--- src/rtl/postition_calc_if.sv ---
// postition_calc_if: pixel-position bus between a VGA raster source and postition_calc.
//   DrawX/DrawY    : current raster column/row (source -> calc)
//   posX/posY      : pixel offset from the play-area origin
//   tileX/tileY    : tile column/row index
//   relPos         : row-major pixel offset inside the tile
//   inArea         : pixel lies inside the play area
interface postition_calc_if;
  logic [9:0] DrawX, DrawY, posX, posY, relPos;
  logic [3:0] tileX, tileY;
  logic inArea;
  modport master(output DrawX, DrawY, input posX, posY, tileX, tileY, relPos, inArea);
  modport slave(input DrawX, DrawY, output posX, posY, tileX, tileY, relPos, inArea);
endinterface

--- src/rtl/postition_calc.sv ---
// postition_calc: maps a VGA raster coordinate to play-area position, tile index and in-tile offset.
//   CLK     : clock, all state on rising edge
//   RESET_H : asynchronous active-high reset, clears all outputs immediately
//   bus     : slave side of postition_calc_if (DrawX/DrawY in, registered position outputs)
module postition_calc #(
  parameter logic [1:0][9:0] COOR = {10'd32, 10'd194},
  parameter logic [1:0][9:0] SIZE = {10'd352, 10'd352},
  parameter int TILE_WIDTH = 32
) (
  input logic CLK,
  input logic RESET_H,
  postition_calc_if.slave bus
);
  localparam int SH = $clog2(TILE_WIDTH);
  localparam logic [9:0] MASK = 10'(TILE_WIDTH - 1);
  // far edges held in 11 bits so origin+extent cannot wrap
  localparam logic [10:0] X_END = {1'b0, COOR[0]} + {1'b0, SIZE[0]};
  localparam logic [10:0] Y_END = {1'b0, COOR[1]} + {1'b0, SIZE[1]};
  logic in_area;
  logic [9:0] pos_x, pos_y;
  always_comb begin
    in_area = bus.DrawX >= COOR[0] && {1'b0, bus.DrawX} < X_END &&
              bus.DrawY >= COOR[1] && {1'b0, bus.DrawY} < Y_END;
    pos_x = bus.DrawX - COOR[0];
    pos_y = bus.DrawY - COOR[1];
  end
  always_ff @(posedge CLK or posedge RESET_H)
    if (RESET_H) begin
      bus.posX <= '0;
      bus.posY <= '0;
      bus.tileX <= '0;
      bus.tileY <= '0;
      bus.relPos <= '0;
      bus.inArea <= 1'b0;
    end else begin
      bus.posX <= in_area ? pos_x : '0;
      bus.posY <= in_area ? pos_y : '0;
      bus.tileX <= in_area ? 4'(pos_x >> SH) : '0;
      bus.tileY <= in_area ? 4'(pos_y >> SH) : '0;
      bus.relPos <= in_area ? ((pos_y & MASK) << SH) | (pos_x & MASK) : '0;
      bus.inArea <= in_area;
    end
endmodule

--- src/flat_wrapper.sv ---
// flat-port wrapper written by rule: the top's interface ports become plain ports
module postition_calc_flat 
#(
  parameter logic [1:0][9:0] COOR = {10'd32, 10'd194},
  parameter logic [1:0][9:0] SIZE = {10'd352, 10'd352},
  parameter int TILE_WIDTH = 32
)
  (CLK, RESET_H, bus_DrawX, bus_DrawY, bus_posX, bus_posY, bus_tileX, bus_tileY, bus_relPos, bus_inArea);
  postition_calc_if bus_i ();
  input logic CLK;
  input logic RESET_H;
  input wire logic [$bits(bus_i.DrawX)-1:0] bus_DrawX;
  input wire logic [$bits(bus_i.DrawY)-1:0] bus_DrawY;
  output wire logic [$bits(bus_i.posX)-1:0] bus_posX;
  output wire logic [$bits(bus_i.posY)-1:0] bus_posY;
  output wire logic [$bits(bus_i.tileX)-1:0] bus_tileX;
  output wire logic [$bits(bus_i.tileY)-1:0] bus_tileY;
  output wire logic [$bits(bus_i.relPos)-1:0] bus_relPos;
  output wire logic [$bits(bus_i.inArea)-1:0] bus_inArea;
  assign bus_i.DrawX = bus_DrawX;
  assign bus_i.DrawY = bus_DrawY;
  assign bus_posX = bus_i.posX;
  assign bus_posY = bus_i.posY;
  assign bus_tileX = bus_i.tileX;
  assign bus_tileY = bus_i.tileY;
  assign bus_relPos = bus_i.relPos;
  assign bus_inArea = bus_i.inArea;
  postition_calc #(.COOR(COOR), .SIZE(SIZE), .TILE_WIDTH(TILE_WIDTH)) u_core (.CLK(CLK), .RESET_H(RESET_H), .bus(bus_i));
endmodule
--- config.mk ---
export PLATFORM = sky130hd
export DESIGN_NAME = postition_calc_flat
export DESIGN_NICKNAME = d
export VERILOG_FILES = /design/src/rtl/postition_calc_if.sv /design/src/rtl/postition_calc.sv /design/src/flat_wrapper.sv
export SDC_FILE = /design/constraint.sdc
export NUM_CORES = 1
export LEC_CHECK = 0
export ABC_AREA = 1
export BUFFER_PORTS_ARGS = -buffer_cell sky130_fd_sc_hd__clkbuf_2
export CAP_MARGIN = 20
export CORE_MARGIN = 1
export CORE_UTILIZATION = 45
export DETAILED_ROUTE_END_ITERATION = 10
export PLACE_DENSITY = 0.79
export SETUP_SLACK_MARGIN = 0.5
export SYNTH_ARGS = -nofsm -noshare
export SYNTH_HDL_FRONTEND = slang
export SYNTH_SLANG_ARGS = --single-unit
--- constraint.sdc ---
create_clock -name CLK -period 0.8 [get_ports CLK]
set_input_delay 0.16 -clock CLK [delete_from_list [all_inputs] [get_ports CLK]]
set_output_delay 0.16 -clock CLK [all_outputs]
set_load 0.05 [all_outputs]
# After elaboration in Yosys (flattened, before gate mapping)
# Cells that the tools add are included.
# Widths: inputs -> output; s select.
[totals] reg_bits=39 latchBits=0 ramBits=0 mem_bits_ro=0 inputBits=22 output_inout_bits=39 elab_cells=21 mem_count=0
[classes] add_sub_neg=2 multipliers=0 div=0 order_cmp=4 eq_ne=0 shift=0 n_mux=5 bitwise=1 reduce_logical=3
[op_table] operator="$mux 10" count=3
[op_table] operator="$ge 10x6->1 const B" count=1
[op_table] operator="$ge 10x8->1 const B" count=1
[op_table] operator="$lt 10x10->1 const B" count=1
[op_table] operator="$lt 10x9->1 const B" count=1
[op_table] operator="$or 10x5->10" count=1
[op_table] operator="$sub 10x6->10 const B" count=1
[op_table] operator="$sub 10x8->10 const B" count=1
[op_table] operator="$mux 4" count=2
[op_table] operator="$logic_and 1x1->1" count=3

# Depth between registers and ports, before layout
[depth] depth_word=5 ltp_mapped=11 mapped_depth_nobuf=10

# Least setup slack after synthesis
# No wires, ideal clock.
[synth_timing] path_kind="input to register" start="input port bus_DrawY[6]" end="register u_core.bus.tileY[2]" setup_ns=0.121 arrival_ns=0.969 required_ns=0.679 slack_ns=-0.289 cell_stages=11 path_buffers=1 path_cell_list="clkinv_1 > ha_1 > inv_1 > nor2_1 > nand3_1 > nand2_1 > nand2_1 > nor2_2 > nand2_2 > buf_6 > nor2_2"
[synth_via] elab_chain_cells=4 elab_cells_between_ends=6 classes_between="1 x add/sub; 2 x order compare; 1 x mux; 2 x reduce/logical"
[synth_lines] item="start: declaration" line_no="flat_wrapper.sv:13" rtl="input wire logic [$bits(bus_i.DrawY)-1:0] bus_DrawY;"
[synth_lines] item="$ge 10x6->1" line_no="postition_calc.sv:23" rtl="bus.DrawY >= COOR[1] && {1'b0, bus.DrawY} < Y_END;"
[synth_lines] item="$logic_and 1x1->1" line_no="postition_calc.sv:22" rtl="in_area = bus.DrawX >= COOR[0] && {1'b0, bus.DrawX} < X_END &&"
[synth_lines] item="$logic_and 1x1->1" line_no="postition_calc.sv:23"
[synth_lines] item="$mux 4 *" line_no="postition_calc.sv:39" rtl="bus.tileY <= in_area ? 4'(pos_y >> SH) : '0;"
[synth_lines] item="end signal: assignment" line_no="postition_calc.sv:39"
[synth_lines] item="end: declaration" line_no="postition_calc_if.sv:12" rtl="modport slave(input DrawX, DrawY, output posX, posY, tileX, tileY, relPos, inArea);"
# Mark *: on every way between the ends. The rest lies on a longest branch, timed or not.

# Worst setup path after layout
[layout_timing] start="input port bus_DrawY[6]" end="register u_core.bus.posX[9]"
[layout_via] elab_chain_cells=4 elab_cells_between_ends=5 classes_between="2 x order compare; 1 x mux; 2 x reduce/logical"
[layout_lines] item="$ge 10x6->1" line_no="postition_calc.sv:23"
[layout_lines] item="$logic_and 1x1->1" line_no="postition_calc.sv:22"
[layout_lines] item="$logic_and 1x1->1 *" line_no="postition_calc.sv:23"
[layout_lines] item="$mux 10 *" line_no="postition_calc.sv:36" rtl="bus.posX <= in_area ? pos_x : '0;"
[layout_lines] item="end signal: assignment" line_no="postition_calc.sv:36"
[layout_lines] item="end: declaration" line_no="postition_calc_if.sv:12"
# Marked as above.

==> summary.md <==
| Metric | Value |
|---|---|
| Yosys top cell area share | 0.429 |
| Initial core utilization | 0.486 |
| Overall Power | between 2 and 3 mW |
| Antenna violations before repair | 0 |
| Static Leak | about 1.1 nW |
| CTS clk-pin slew, worst paths | approximately 0.13 ns |
| Finished Layout Cells | 245 |
| Remaining antenna violation count after routing | 0 |
| H-Tree Depth | 1 |
| Buffers on Ports | 60 |
| HP Class | in -> async |
| Cells after DPL | between 200 and 250 |
| Layout area overhead | 88.0% |
| Worst vdd ir | around 1400 uV |
| Max incr delay on CP | approximately 0.15 ns |
| IO Pins | just over 60 |
| Row cnt | 18 |
| Worst EP required | 1.04 ns |
| GRT met1 Usage | 0.333 |
| Max Slew Vio Count | 0 |
| Worst Path Buf+Inv | 5 |
| Largest net degree at the start of global routing | 22 |
| Start point of the critical path | bus_DrawY[6] |
| Met2 GRT Util | 0.551 |
| Mapped Area | around 0.0012 mm2 |
| Tightest Pin Transition | 0.486 ns |
| First-pass GRT wire length | about 5.8 mm |
| Diode count | 0 |
| RSZ-0062 raised after global routing | true |
| Fmax | just over 0.8 GHz |
| Routed WL | just under 5 mm |
| Vias in the first global route | approximately 1200 |
| Clock buffer count from CTS | 3 |
| Core area | around 0.0025 mm2 |
| Syn_area_per_cell | 8.76 um2 |
| Ranking of synthesized cells by area | dfrtp_1 (43%), buf_4 (11%), nor2_2 (9.2%) |
| Total GRT Usage | 0.295 |
| GRT overflow | 0 |
| Share of cells above drive strength 1 | 0.716 |
| Mapped Cells | 140 |
| Relative slew slack | 0.675 |
| Min Tclk post-route | roughly 1.2 ns |
| Vias | ~1300 |
| Violated checks | negative hold slack, negative setup slack |
| Synthesized flop and latch total | 21 |
| Async SR Flop Fraction | 1.00 |
| Sequential area share after synthesis | 0.429 |
| Busiest layer in global routing | met2 |
| Post-route DRC | 0 |
| Startpoint types | input port |
| Via/cell ratio | 5.33 |
| Wirelength per Cell | 19.9 um |
| Root Buffer Master | clkbuf_4 |
| CP Capture Type | flop |
| Die ar. | about 0.0029 mm2 |
| Bufs on Longest Clock Path | 2 |
| HPWL after DPL | approximately 2.2 mm |
| Setup Viol. Count Final | 60 |
| First DRT Iteration DRCs | around 100 |
| Critical path data arrival time | 1.47 ns |
| Setup TNS Final | -19.19 ns |
| CTS sink cnt | 21 |
| Routability congestion estimate | 0.824 |
| Crit-path slowest cell | buf_16 |
| Pre-antenna DRT Iters | 6 |
| Power Dens Cells | ~1200 mW/mm2 |
| Synth Net Count | about 170 |
| Yosys cell types | 21 |
| Worst-path cell chain | clkbuf_16 -> clkinv_16 -> ha_4 -> inv_2 -> nor2_2 -> nand3_1 -> nand2_1 -> nand2_1 -> nor2_2 -> nand2_4 -> buf_12 -> buf_16 -> nor2_4 |
| CP top delay family | simple AND/OR/NAND/NOR gates |
| Most common cell in the netlist | dfrtp_1 |
| Die Span Y | around 54 um |
| Final Cycle Share | 1.53 |
| MaxCap Viol Count | 0 |
| Die width | around 54 um |
| WS Path Type | in -> reg |
| Number of flops mapped to enable cells by yosys | 0 |
| Hold slack | -0.152 ns |
| Synth Warn # | 0 |
| Post-synth top flop | dfrtp_1 |
| Leading area contributor after synthesis | dfrtp_1 |
| CTS tree | yes |
| Fin. Hold Viols | 21 |
| Met3 Use GR | 0.0198 |
| Crit path max fanout | 8 |
| Status | finished with violations |
| Synth cell count leaders | dfrtp_1 (21), buf_4 (18), nand2_1 (18), nor2_2 (18), inv_1 (17) |
| Fin nets | ~240 |
| Post-route setup slack | -0.425 ns |
worst max path at each step:
stage	slack [ns]	to	depth (start not counted)
2_1_floorplan	-0.20	u_core.bus.posX[4]	11
3_3_place_gp	-0.48	u_core.bus.posX[7]	12
3_5_place_dp	-0.52	u_core.bus.relPos[6]	11
4_1_cts	-0.28	bus_posX[8]	1
5_1_grt	-0.48	u_core.bus.posX[9]	13
6_report	-0.42	u_core.bus.posX[9]	13
power by group:
| part | total (mW) | switching (mW) | internal [mW] |
|---|---|---|---|
| clock | 0.548 | 0.354 | 0.194 |
| sequential | 1.15 | 0.0475 | 1.11 |
| combinational | 1.14 | 0.668 | 0.472 |
| total | 2.84 | 1.07 | 1.77 |
metal layers:
metal  share of wire  vias to the layer above  wire, um
li1                -                      553         -
met1            0.37                      639      1820
met2            0.52                       99      2530
met3           0.088                       15       428
met4           0.023                        0       110
met5               0                        -         0
sequential cells by signal, summed over array words and instances (netlist names):
register	cells
u_core.bus.inArea	1
u_core.bus.posX	10
u_core.bus.posY	3
u_core.bus.relPos	4
u_core.bus.tileY	3
metrics by stage:
stage               hold WS (ns)  utilization  setup slack, ns  area [um2]
floorplan                 0.0190            -           -0.204        1440
global placement           0.167        0.668           -0.480        1690
detailed placement         0.184        0.668           -0.517        1690
CTS                       -0.138        0.851           -0.277        2150
global route              -0.133        0.914           -0.476        2300
finish                    -0.152        0.914           -0.425        2300
placed cells by master, fill, tap and decap left out, types with 2 or more instances in the layout:
cell type   n
buf_12      4
buf_16      2
buf_4      24
buf_6      12
buf_8      26
clkbuf_2   20
clkbuf_4    5
dfrtp_2    21
ha_1        3
inv_1      15
inv_2       3
nand2_1    18
nand2_2     2
nand3_1     6
nand3_2     2
nor2_1      8
nor2_2      3
nor2_4     21
xnor2_1     3
xor2_1      2
kinds of logic (layout without fill, tap and decap cells):
kind of cell	Yosys count	count (layout)	share of synthesized area
buf+inv	43	118	0.199
fa+ha+maj	4	4	0.0408
simple gates	64	64	0.280
flops	21	21	0.429
xor+xnor	6	6	0.0429
compound gates	2	2	0.00918
cell type report:
type | instances | area, um2
Timing Repair Buffer | 91 | 981
Multi-Input combinational cell | 76 | 584
Sequential cell | 21 | 552
Fill cell | 86 | 218
Inverter | 23 | 124
Tap cell | 30 | 37.5
Clock buffer | 4 | 26.3
what timing repair did:
| action | 4_1_cts | 5_1_grt |
|---|---|---|
| pin swaps | 0 | 3 |
| setup endpoints to repair | 60 | 60 |
| hold endpoints to repair | 21 | 21 |
| gates cloned | 2 | 0 |
| gates resized for setup | 80 | 65 |
| buffers inserted | 2 | 1 |
Note: power is estimated with default switching activity, not from simulation.
